$ cat config.mk
export PLATFORM = sky130hd
export DESIGN_NAME = mat_cache_drainer
export DESIGN_NICKNAME = d
export VERILOG_FILES = /design/src/rtl/mat_cache_drainer_pkg.sv /design/src/rtl/mat_cache_drainer_fifo.sv /design/src/rtl/mat_cache_drainer.sv
export SDC_FILE = /design/constraint.sdc
export NUM_CORES = 1
export LEC_CHECK = 0
export CORE_UTILIZATION = 51
export CTS_CLUSTER_DIAMETER = 120
export DETAILED_ROUTE_END_ITERATION = 12
export PLACE_DENSITY = 0.8
export SLEW_MARGIN = 20
export SYNTH_ARGS = -nofsm -noshare
export SYNTH_HDL_FRONTEND = slang
export SYNTH_HIERARCHICAL = 1
export SYNTH_SLANG_ARGS = --single-unit
$ cat constraint.sdc
create_clock -name clock -period 3.05 [get_ports clock]
set_clock_uncertainty 0.05 [all_clocks]
set_input_delay 0.61 -clock clock [delete_from_list [all_inputs] [get_ports clock]]
set_output_delay 0.61 -clock clock [all_outputs]
set_load 0.01 [all_outputs]
$ cat src/rtl/mat_cache_drainer_pkg.sv
// MatCachePkg: shared types for the MatCache read-side drainer.
// Latency: n/a (types and constants only).
// Backpressure: n/a.
package MatCachePkg;

  localparam int MAT_WIDTH      = 4;
  localparam int MAT_CACHE_SIZE = 4;
  localparam int MAT_DATA_WIDTH = 32;

  // Cache read opcode presented alongside read_addr1/read_addr2/read_param.
  typedef enum logic [1:0] {
    MAT_CACHE_READ_NONE = 2'd0,
    MAT_CACHE_READ_ROW  = 2'd1,
    MAT_CACHE_READ_DIAG = 2'd2
  } MatCacheReadOp_t;

  typedef enum logic {
    MAT_DRAIN_ROW  = 1'b0,
    MAT_DRAIN_DIAG = 1'b1
  } MatDrainMode_t;

  typedef enum logic [1:0] {
    DRAIN_IDLE  = 2'd0,
    DRAIN_ISSUE = 2'd1,
    DRAIN_DRAIN = 2'd2
  } MatDrainState_t;

endpackage

$ cat src/rtl/mat_cache_drainer_fifo.sv
// mat_drain_fifo: 2-entry valid/ready FIFO for drained vectors {data, index, last}.
// Latency: push at edge N is visible at the head after edge N; head is registered storage.
// Backpressure: push refused when full unless a pop happens in the same cycle.
// Ports: clock/reset_n; push_vld/push_dat/full (write side); pop_vld/pop_rdy/pop_dat/empty (read side).
module mat_drain_fifo #(
  parameter int PW = 8
) (
  input  logic          clock,
  input  logic          reset_n,
  input  logic          push_vld,
  input  logic [PW-1:0] push_dat,
  output logic          full,
  output logic          pop_vld,
  input  logic          pop_rdy,
  output logic [PW-1:0] pop_dat,
  output logic          empty
);

  logic [PW-1:0] mem [2];
  logic          wr_ptr;
  logic          rd_ptr;
  logic [1:0]    count;
  logic          do_push;
  logic          do_pop;

  assign full    = (count == 2'd2);
  assign empty   = (count == 2'd0);
  assign pop_vld = !empty;
  assign pop_dat = mem[rd_ptr];

  assign do_pop  = pop_rdy && !empty;
  // When full, the popped slot is exactly the one wr_ptr points at, so the
  // simultaneous push safely reuses it.
  assign do_push = push_vld && (!full || do_pop);

  always_ff @(posedge clock or negedge reset_n) begin
    if (!reset_n) begin
      mem[0] <= '0;
      mem[1] <= '0;
      wr_ptr <= 1'b0;
      rd_ptr <= 1'b0;
      count  <= 2'd0;
    end else begin
      if (do_push) begin
        mem[wr_ptr] <= push_dat;
        wr_ptr      <= ~wr_ptr;
      end
      if (do_pop) begin
        rd_ptr <= ~rd_ptr;
      end
      count <= count + {1'b0, do_push} - {1'b0, do_pop};
    end
  end

endmodule

$ cat src/rtl/mat_cache_drainer.sv
// mat_cache_drainer: issues WIDTH row/diagonal reads of one cached matrix and streams the vectors out.
// Latency: command accepted at edge N -> first read pushed at edge N+1, out_valid after N+1; 1 vector/cycle.
// Backpressure: 2-entry output FIFO; read_param stalls while the FIFO is full and not popping.
// Ports: clock/reset_n; cmd_valid/cmd_ready/cmd_mode/cmd_addr1/cmd_addr2 (command);
//        read_op/read_addr1/read_addr2/read_param + cache_data (combinational cache read);
//        out_valid/out_ready/out_data/out_index/out_last (vector stream); busy.
// Build option: MAT_DRAIN_OVERLAP_EN also accepts a new command during DRAIN.
module mat_cache_drainer
  import MatCachePkg::*;
#(
  parameter int WIDTH      = MAT_WIDTH,
  parameter int CACHE_SIZE = MAT_CACHE_SIZE,
  parameter int DATA_WIDTH = MAT_DATA_WIDTH
) (
  input  logic                                 clock,
  input  logic                                 reset_n,
  input  logic                                 cmd_valid,
  output logic                                 cmd_ready,
  input  MatDrainMode_t                        cmd_mode,
  input  logic [$clog2(CACHE_SIZE)-1:0]        cmd_addr1,
  input  logic [$clog2(CACHE_SIZE)-1:0]        cmd_addr2,
  output MatCacheReadOp_t                      read_op,
  output logic [$clog2(CACHE_SIZE)-1:0]        read_addr1,
  output logic [$clog2(CACHE_SIZE)-1:0]        read_addr2,
  output logic [$clog2(WIDTH)-1:0]             read_param,
  input  logic [WIDTH-1:0][DATA_WIDTH-1:0]     cache_data,
  output logic                                 out_valid,
  input  logic                                 out_ready,
  output logic [WIDTH-1:0][DATA_WIDTH-1:0]     out_data,
  output logic [$clog2(WIDTH)-1:0]             out_index,
  output logic                                 out_last,
  output logic                                 busy
);

  localparam int AW = $clog2(CACHE_SIZE);
  localparam int IW = $clog2(WIDTH);
  localparam int PW = WIDTH * DATA_WIDTH + IW + 1;

  MatDrainState_t state;
  MatDrainState_t state_nxt;
  MatDrainMode_t  mode_q;
  logic [AW-1:0]  addr1_q;
  logic [AW-1:0]  addr2_q;
  logic [IW-1:0]  param_q;

  logic           accept;
  logic           pop;
  logic           push;
  logic           is_last;
  logic           fifo_full;
  logic           fifo_empty;
  logic [PW-1:0]  push_dat;
  logic [PW-1:0]  pop_dat;

  assign accept  = cmd_valid && cmd_ready;
  assign pop     = out_valid && out_ready;
  assign is_last = (param_q == IW'(WIDTH - 1));
  // A full FIFO that is popping this cycle still has room for the next read.
  assign push    = (state == DRAIN_ISSUE) && (!fifo_full || pop);

  always_comb begin
    state_nxt = state;
    cmd_ready = 1'b0;
    read_op   = MAT_CACHE_READ_NONE;
    case (state)
      DRAIN_IDLE: begin
        cmd_ready = 1'b1;
        if (cmd_valid) state_nxt = DRAIN_ISSUE;
      end
      DRAIN_ISSUE: begin
        read_op = (mode_q == MAT_DRAIN_DIAG) ? MAT_CACHE_READ_DIAG : MAT_CACHE_READ_ROW;
        if (push && is_last) state_nxt = DRAIN_DRAIN;
      end
      DRAIN_DRAIN: begin
        // Nothing is pushed in DRAIN, so popping the last-marked head empties the FIFO.
        if (fifo_empty || (pop && out_last)) state_nxt = DRAIN_IDLE;
`ifdef MAT_DRAIN_OVERLAP_EN
        cmd_ready = 1'b1;
        if (cmd_valid) state_nxt = DRAIN_ISSUE;
`endif
      end
      default: state_nxt = DRAIN_IDLE;
    endcase
  end

  always_ff @(posedge clock or negedge reset_n) begin
    if (!reset_n) begin
      state   <= DRAIN_IDLE;
      mode_q  <= MAT_DRAIN_ROW;
      addr1_q <= '0;
      addr2_q <= '0;
      param_q <= '0;
    end else begin
      state <= state_nxt;
      if (accept) begin
        mode_q  <= cmd_mode;
        addr1_q <= cmd_addr1;
        addr2_q <= cmd_addr2;
        param_q <= '0;
      end else if (push) begin
        param_q <= param_q + IW'(1);
      end
    end
  end

  assign read_addr1 = addr1_q;
  assign read_addr2 = addr2_q;
  assign read_param = param_q;
  assign busy       = (state != DRAIN_IDLE) || !fifo_empty;

  // Cache contents are captured at push time; later writes only affect later vectors.
  assign push_dat = {cache_data, param_q, is_last};
  assign {out_data, out_index, out_last} = pop_dat;

  mat_drain_fifo #(
    .PW (PW)
  ) u_fifo (
    .clock    (clock),
    .reset_n  (reset_n),
    .push_vld (push),
    .push_dat (push_dat),
    .full     (fifo_full),
    .pop_vld  (out_valid),
    .pop_rdy  (out_ready),
    .pop_dat  (pop_dat),
    .empty    (fifo_empty)
  );

endmodule

Yosys cells after proc, flatten, opt, wreduce, memory -nomap -nowiden

Index checks and enable logic that the tools add are counted.

Add/sub/neg operators: 3
Order comparisons: 3
Equal/unequal tests: 7
Mux-type cells: 15
Bitwise gates (word level): 4
Reduce and logical (&&, ||, !) cells: 17

Operator list:

| operator                                                 | number |
|---|---|
| 2-to-1 mux 131 bit                                       | 4 |
| bitwise mux 262 bit                                      | 1 |
| demux 131 bit (select 1 bit)                             | 1 |
| 2-to-1 mux 2 bit                                         | 7 |
| logical AND 1 bit                                        | 7 |
| == test 2 bit, second input constant                     | 3 |
| case mux 2 bit (3 select lines)                          | 1 |
| greater-or-equal comparator 2 bit, second input constant | 2 |
| zero test 2 bit                                          | 2 |
| inequality test 2 bit, second input constant             | 2 |
| NOT 1 -> 2 bit                                           | 2 |
| nonzero test 2 bit                                       | 2 |
| logical OR 1 bit                                         | 3 |
| AND reduction 3 bit                                      | 1 |
| adder 2 x 1 -> 2 bit                                     | 1 |
| adder 2 x 1 -> 2 bit, second input constant              | 1 |
| == test 2 x 1 -> 1 bit, second input constant            | 1 |
| zero test 1 bit                                          | 2 |
| < comparator 2 x 1 -> 1 bit, second input constant       | 1 |
| inequality test 2 x 1 -> 1 bit, second input constant    | 1 |
| NOT 1 bit                                                | 2 |
| subtractor 2 x 1 -> 2 bit                                | 1 |
| 2-to-1 mux 1 bit                                         | 1 |

Bits in registers: 275
Input port bits: 137
Output and inout bits: 142

Depth between registers and ports, before layout

Depth after elaboration: 8
Gate-level depth with buffers: 9

Hierarchy

The synthesis kept the hierarchy.

By module, submodules not included:

| module            | times used | cells an instance | area an instance (µm²) |
|---|---|---|---|
| mat_drain_fifo    | 1          | 719               | 12209.2 |
| mat_cache_drainer | 1          | 39                | 454.2 |

Worst setup path before layout

OpenSTA, ideal clock, no wires.

Kind: register to register
From: reg u_fifo.count[1]
To: reg u_fifo/mem[100] in the netlist's numbering
Setup time: 0.125 ns
Arrival: 2.157 ns
Slack: 0.718 ns
Cell stages (with the launch flop): 9
Period minus slack after synthesis: 2.332 ns
Cells stage by stage: dfrtp_1 > or2_2 > a21boi_0 > nor2_1 > and3_1 > buf_2 > buf_8 > buf_6 > mux2_4

Cells in the longest elaborated chain, start to end: 6
Elaborated cells on any way between the ends: 8

RTL lines:

| element                         | RTL line                     | RTL |
|---|---|---|
| from (decl)                     | mat_cache_drainer_fifo.sv:22 | `logic [1:0] count;` |
| from (signal assigned)          | mat_cache_drainer_fifo.sv:51 | `count <= count + {1'b0, do_push} - {1'b0, do_pop};` |
| zero test 2 bit                 | mat_cache_drainer_fifo.sv:27 | `assign empty = (count == 2'd0);` |
| zero test 1 bit                 | mat_cache_drainer_fifo.sv:28 | `assign pop_vld = !empty;` |
| named net out_valid             | mat_cache_drainer.sv:27      | `output logic out_valid,` |
| logical AND 1 bit               | mat_cache_drainer.sv:56      | `assign pop = out_valid && out_ready;` |
| logical OR 1 bit                | mat_cache_drainer.sv:59      | `assign push = (state == DRAIN_ISSUE) && (!fifo_full \|\| pop);` |
| logical AND 1 bit               | mat_cache_drainer.sv:59      |  |
| named net push                  | mat_cache_drainer.sv:48      | `logic push;` |
| logical AND 1 bit               | mat_cache_drainer_fifo.sv:34 | `assign do_push = push_vld && (!full \|\| do_pop);` |
| to (signal, indexed assignment) | mat_cache_drainer_fifo.sv:45 | `mem[wr_ptr] <= push_dat;` |
| to (decl)                       | mat_cache_drainer_fifo.sv:19 | `logic [PW-1:0] mem [2];` |

The timed path passes the listed nets, and every way through them passes these cells.
A chain may end at the register's enable or synchronous reset.

==> metrics.txt <==
max-slew violations=0; reg2reg path depth=7; grt ovf=0; Finish-stage setup viols=0; r2r endpoint=u_fifo/mem[224]; syn_area_per_cell=16.71 sq um; Port Buffers=278; via count=7277; deepest clock path buffer count=3; R2R Path Start=u_fifo/count[1]; setup tns final=0 ns; worst slew pin tran=0.6563 ns; Arrival @ worst endpoint=2.30 ns; Worst Setup SP=u_fifo/rd_ptr; CP Launch Type=flip-flop; largest family of logic cells by synthesized area=multiplexers; most common cell after layout, fill and taps aside=clkdlybuf4s50_1; Hold Path Class=in -> async; Total Routed Length=27.74 mm; CTS Hold Bufs=0; drc violations=0; multi-input combinational cell area=5430 sq um; die width=159.6 um; compound-cell area share of the yosys netlist=0.2767%; Mapped Nets=898; Req. time, crit path=2.39 ns; static leakage=7.351 nW; Reg area=6885 sq um; worst reg-to-reg setup slack=0.76 ns; initial antenna violation count=0; Worst-Skew Late Latency=0.55 ns; CP endpoint kind=primary output; Detailed Routing Iterations Pass 1=4; Cell Area, Synth=12660 sq um; via/cell ratio=5.209; Final ANT Viol Nets=0; CTS H-tree depth=1; gr usage total=22.10%; fin crit period=2.959 ns; Crit Path Category=reg -> out; Final nets=1191; initial core utilization=52.07%; Warnings, synthesis=6; cts bufs inserted=30; XOR/XNOR Fraction of Synth Area=0.2767%; first-pass GRT wire length=44.92 mm; die area=25460 sq um; gp weighted congestion=0.7708; area grow syn2layout=33.81%; post-synthesis adder-cell area fraction=0.2964%; commonest cells after routing, fill and taps aside=277 x clkdlybuf4s50_1, 274 x dfrtp_1, 214 x mux2_2; CTS root buf=clkbuf_16; FP Rows=57; vias in the first global route=7932; synthesized flop and latch total=275; worst relative slew slack=56.25%; TritonCTS clock tree=yes; maximum clock rate=337.9 MHz; post-synth cell types=29; Critical Path Fanout Max=33; Synth Instances=758; final hold violation count=0; status=finished, final reports clean; drt initial violations=281; ratio of cells with drive above 1 in the final layout=45.01%; Power Total=22.87 mW; DIE HEIGHT=159.6 um; post-synthesis mux area share=40.96%; routed len/inst=19.85 um; Layout fillers=1668; hold_ws=0.008119 ns; Worst-path clk slew=0.06 ns; Core Box Area=24320 sq um; num ports=279; antenna cells=0; pwr dens=1350 nW/um^2; Sink Count=275; VDD IR max=952.5 uV; max_cap viols=0; post-synthesis sequential area ratio=54.34%; largest net degree at the start of global routing=83; Post-Synth Simple-Gate Area=0.9979%; Post-DP HPWL=18.73 mm; Final Cycle Share=97.03%; RSZ-0062 raised after global routing=false
registers in the layout (all words and copies together), names as in the netlist:
signal         flops
u_fifo/mem       262
read_addr1         2
read_addr2         2
read_param         2
state              2
u_fifo/count       2
mode_q             1
u_fifo/rd_ptr      1
u_fifo/wr_ptr      1
report_power, final:
part,internal (mW),switching [mW],leakage (nW)
clock,2.15,1.42,0.495
sequential,5.62,1.09,3.23
combinational,8.09,4.50,3.63
through the flow:
stage / cells / area [sq um] / utilization, % / setup slack, ns
after floorplan: 758 / 12660 / - / 0.7184
after global placement: 1342 / 15940 / 65.56 / 0.3306
after detailed placement: 1342 / 15940 / 65.56 / 0.2609
after CTS: 1397 / 16940 / 69.66 / 0.01214
after global routing: 1397 / 16950 / 69.68 / 0.01841
final: 1397 / 16950 / 69.68 / 0.09071
worst max-delay path by stage:
stage | slack [ns] | cells past startpoint | endpoint
2_1_floorplan | 0.72 | 8 | u_fifo/mem[100]
3_5_place_dp | 0.26 | 7 | u_fifo/mem[237]
5_1_grt | 0.02 | 3 | out_data[45]
6_report | 0.09 | 3 | out_data[45]
3_3_place_gp | 0.33 | 7 | u_fifo/mem[180]
4_1_cts | 0.01 | 3 | out_data[10]
area by class of cell:
type	instances	area share (%)
Sequential cell	275	40.63
Multi-Input combinational cell	434	32.05
Timing Repair Buffer	307	19.04
Clock buffer	46	5.442
Tap cell	324	2.392
Clock inverter	8	0.3840
Inverter	3	0.06646
what timing repair did:
item	4_1_cts	5_1_grt
resized for setup	0	1
setup endpoints to repair	57	4
setup buffers	1	0
pin swaps	0	0
per-layer routing:
| metal | vias up | GRT usage [%] | part of all wire (%) |
|---|---|---|---|
| li1 | 3298 | - | - |
| met5 | - | 0 | 0 |
| met3 | 49 | 5.835 | 6.7 |
| met2 | 233 | 34.52 | 45 |
| met4 | 0 | 6.163 | 2.8 |
| met1 | 3697 | 30.48 | 45 |
cells in the mapped netlist:
| cell | instances | area (sq um) |
|---|---|---|
| inv_1 | 3 | 11.26 |
| xnor2_1 | 3 | 26.28 |
| mux2_2 | 214 | 2410 |
| and3b_1 | 1 | 8.760 |
| buf_8 | 1 | 15.01 |
| dfrtp_1 | 275 | 6882 |
| and2_1 | 2 | 12.51 |
| nand2_1 | 5 | 18.77 |
| a311o_2 | 1 | 11.26 |
| and2_0 | 1 | 6.260 |
| o21bai_1 | 1 | 7.510 |
| nor2_2 | 1 | 6.260 |
| clkbuf_1 | 13 | 48.80 |
| nand3_1 | 2 | 10.01 |
| a21boi_0 | 1 | 7.510 |
| nor2_1 | 5 | 18.77 |
| buf_6 | 20 | 225.2 |
| or2_2 | 1 | 6.260 |
| or3b_1 | 1 | 8.760 |
| nor2b_1 | 1 | 6.260 |
| nand2b_1 | 1 | 6.260 |
| or3_1 | 1 | 6.260 |
| buf_2 | 12 | 60.06 |
| and3_1 | 1 | 6.260 |
| a311oi_1 | 1 | 8.760 |
| nor3_1 | 1 | 5.000 |
| mux2_4 | 185 | 2778 |
| xor2_1 | 1 | 8.760 |
| ha_1 | 3 | 37.54 |
cell families after synthesis:
kind of cell | count (synthesis)
xor+xnor | 4
compound gates | 4
buf+inv | 49
fa+ha+maj | 3
flops | 275
mux | 399
simple gates | 24
worst max-delay path, cell delays in order, from the launching register on:
cell             delay [ns]
dfrtp_4                0.57
buf_12                 0.26
mux2_2                 0.37
clkdlybuf4s50_1        0.52
Power figures use the tool's default switching activity.
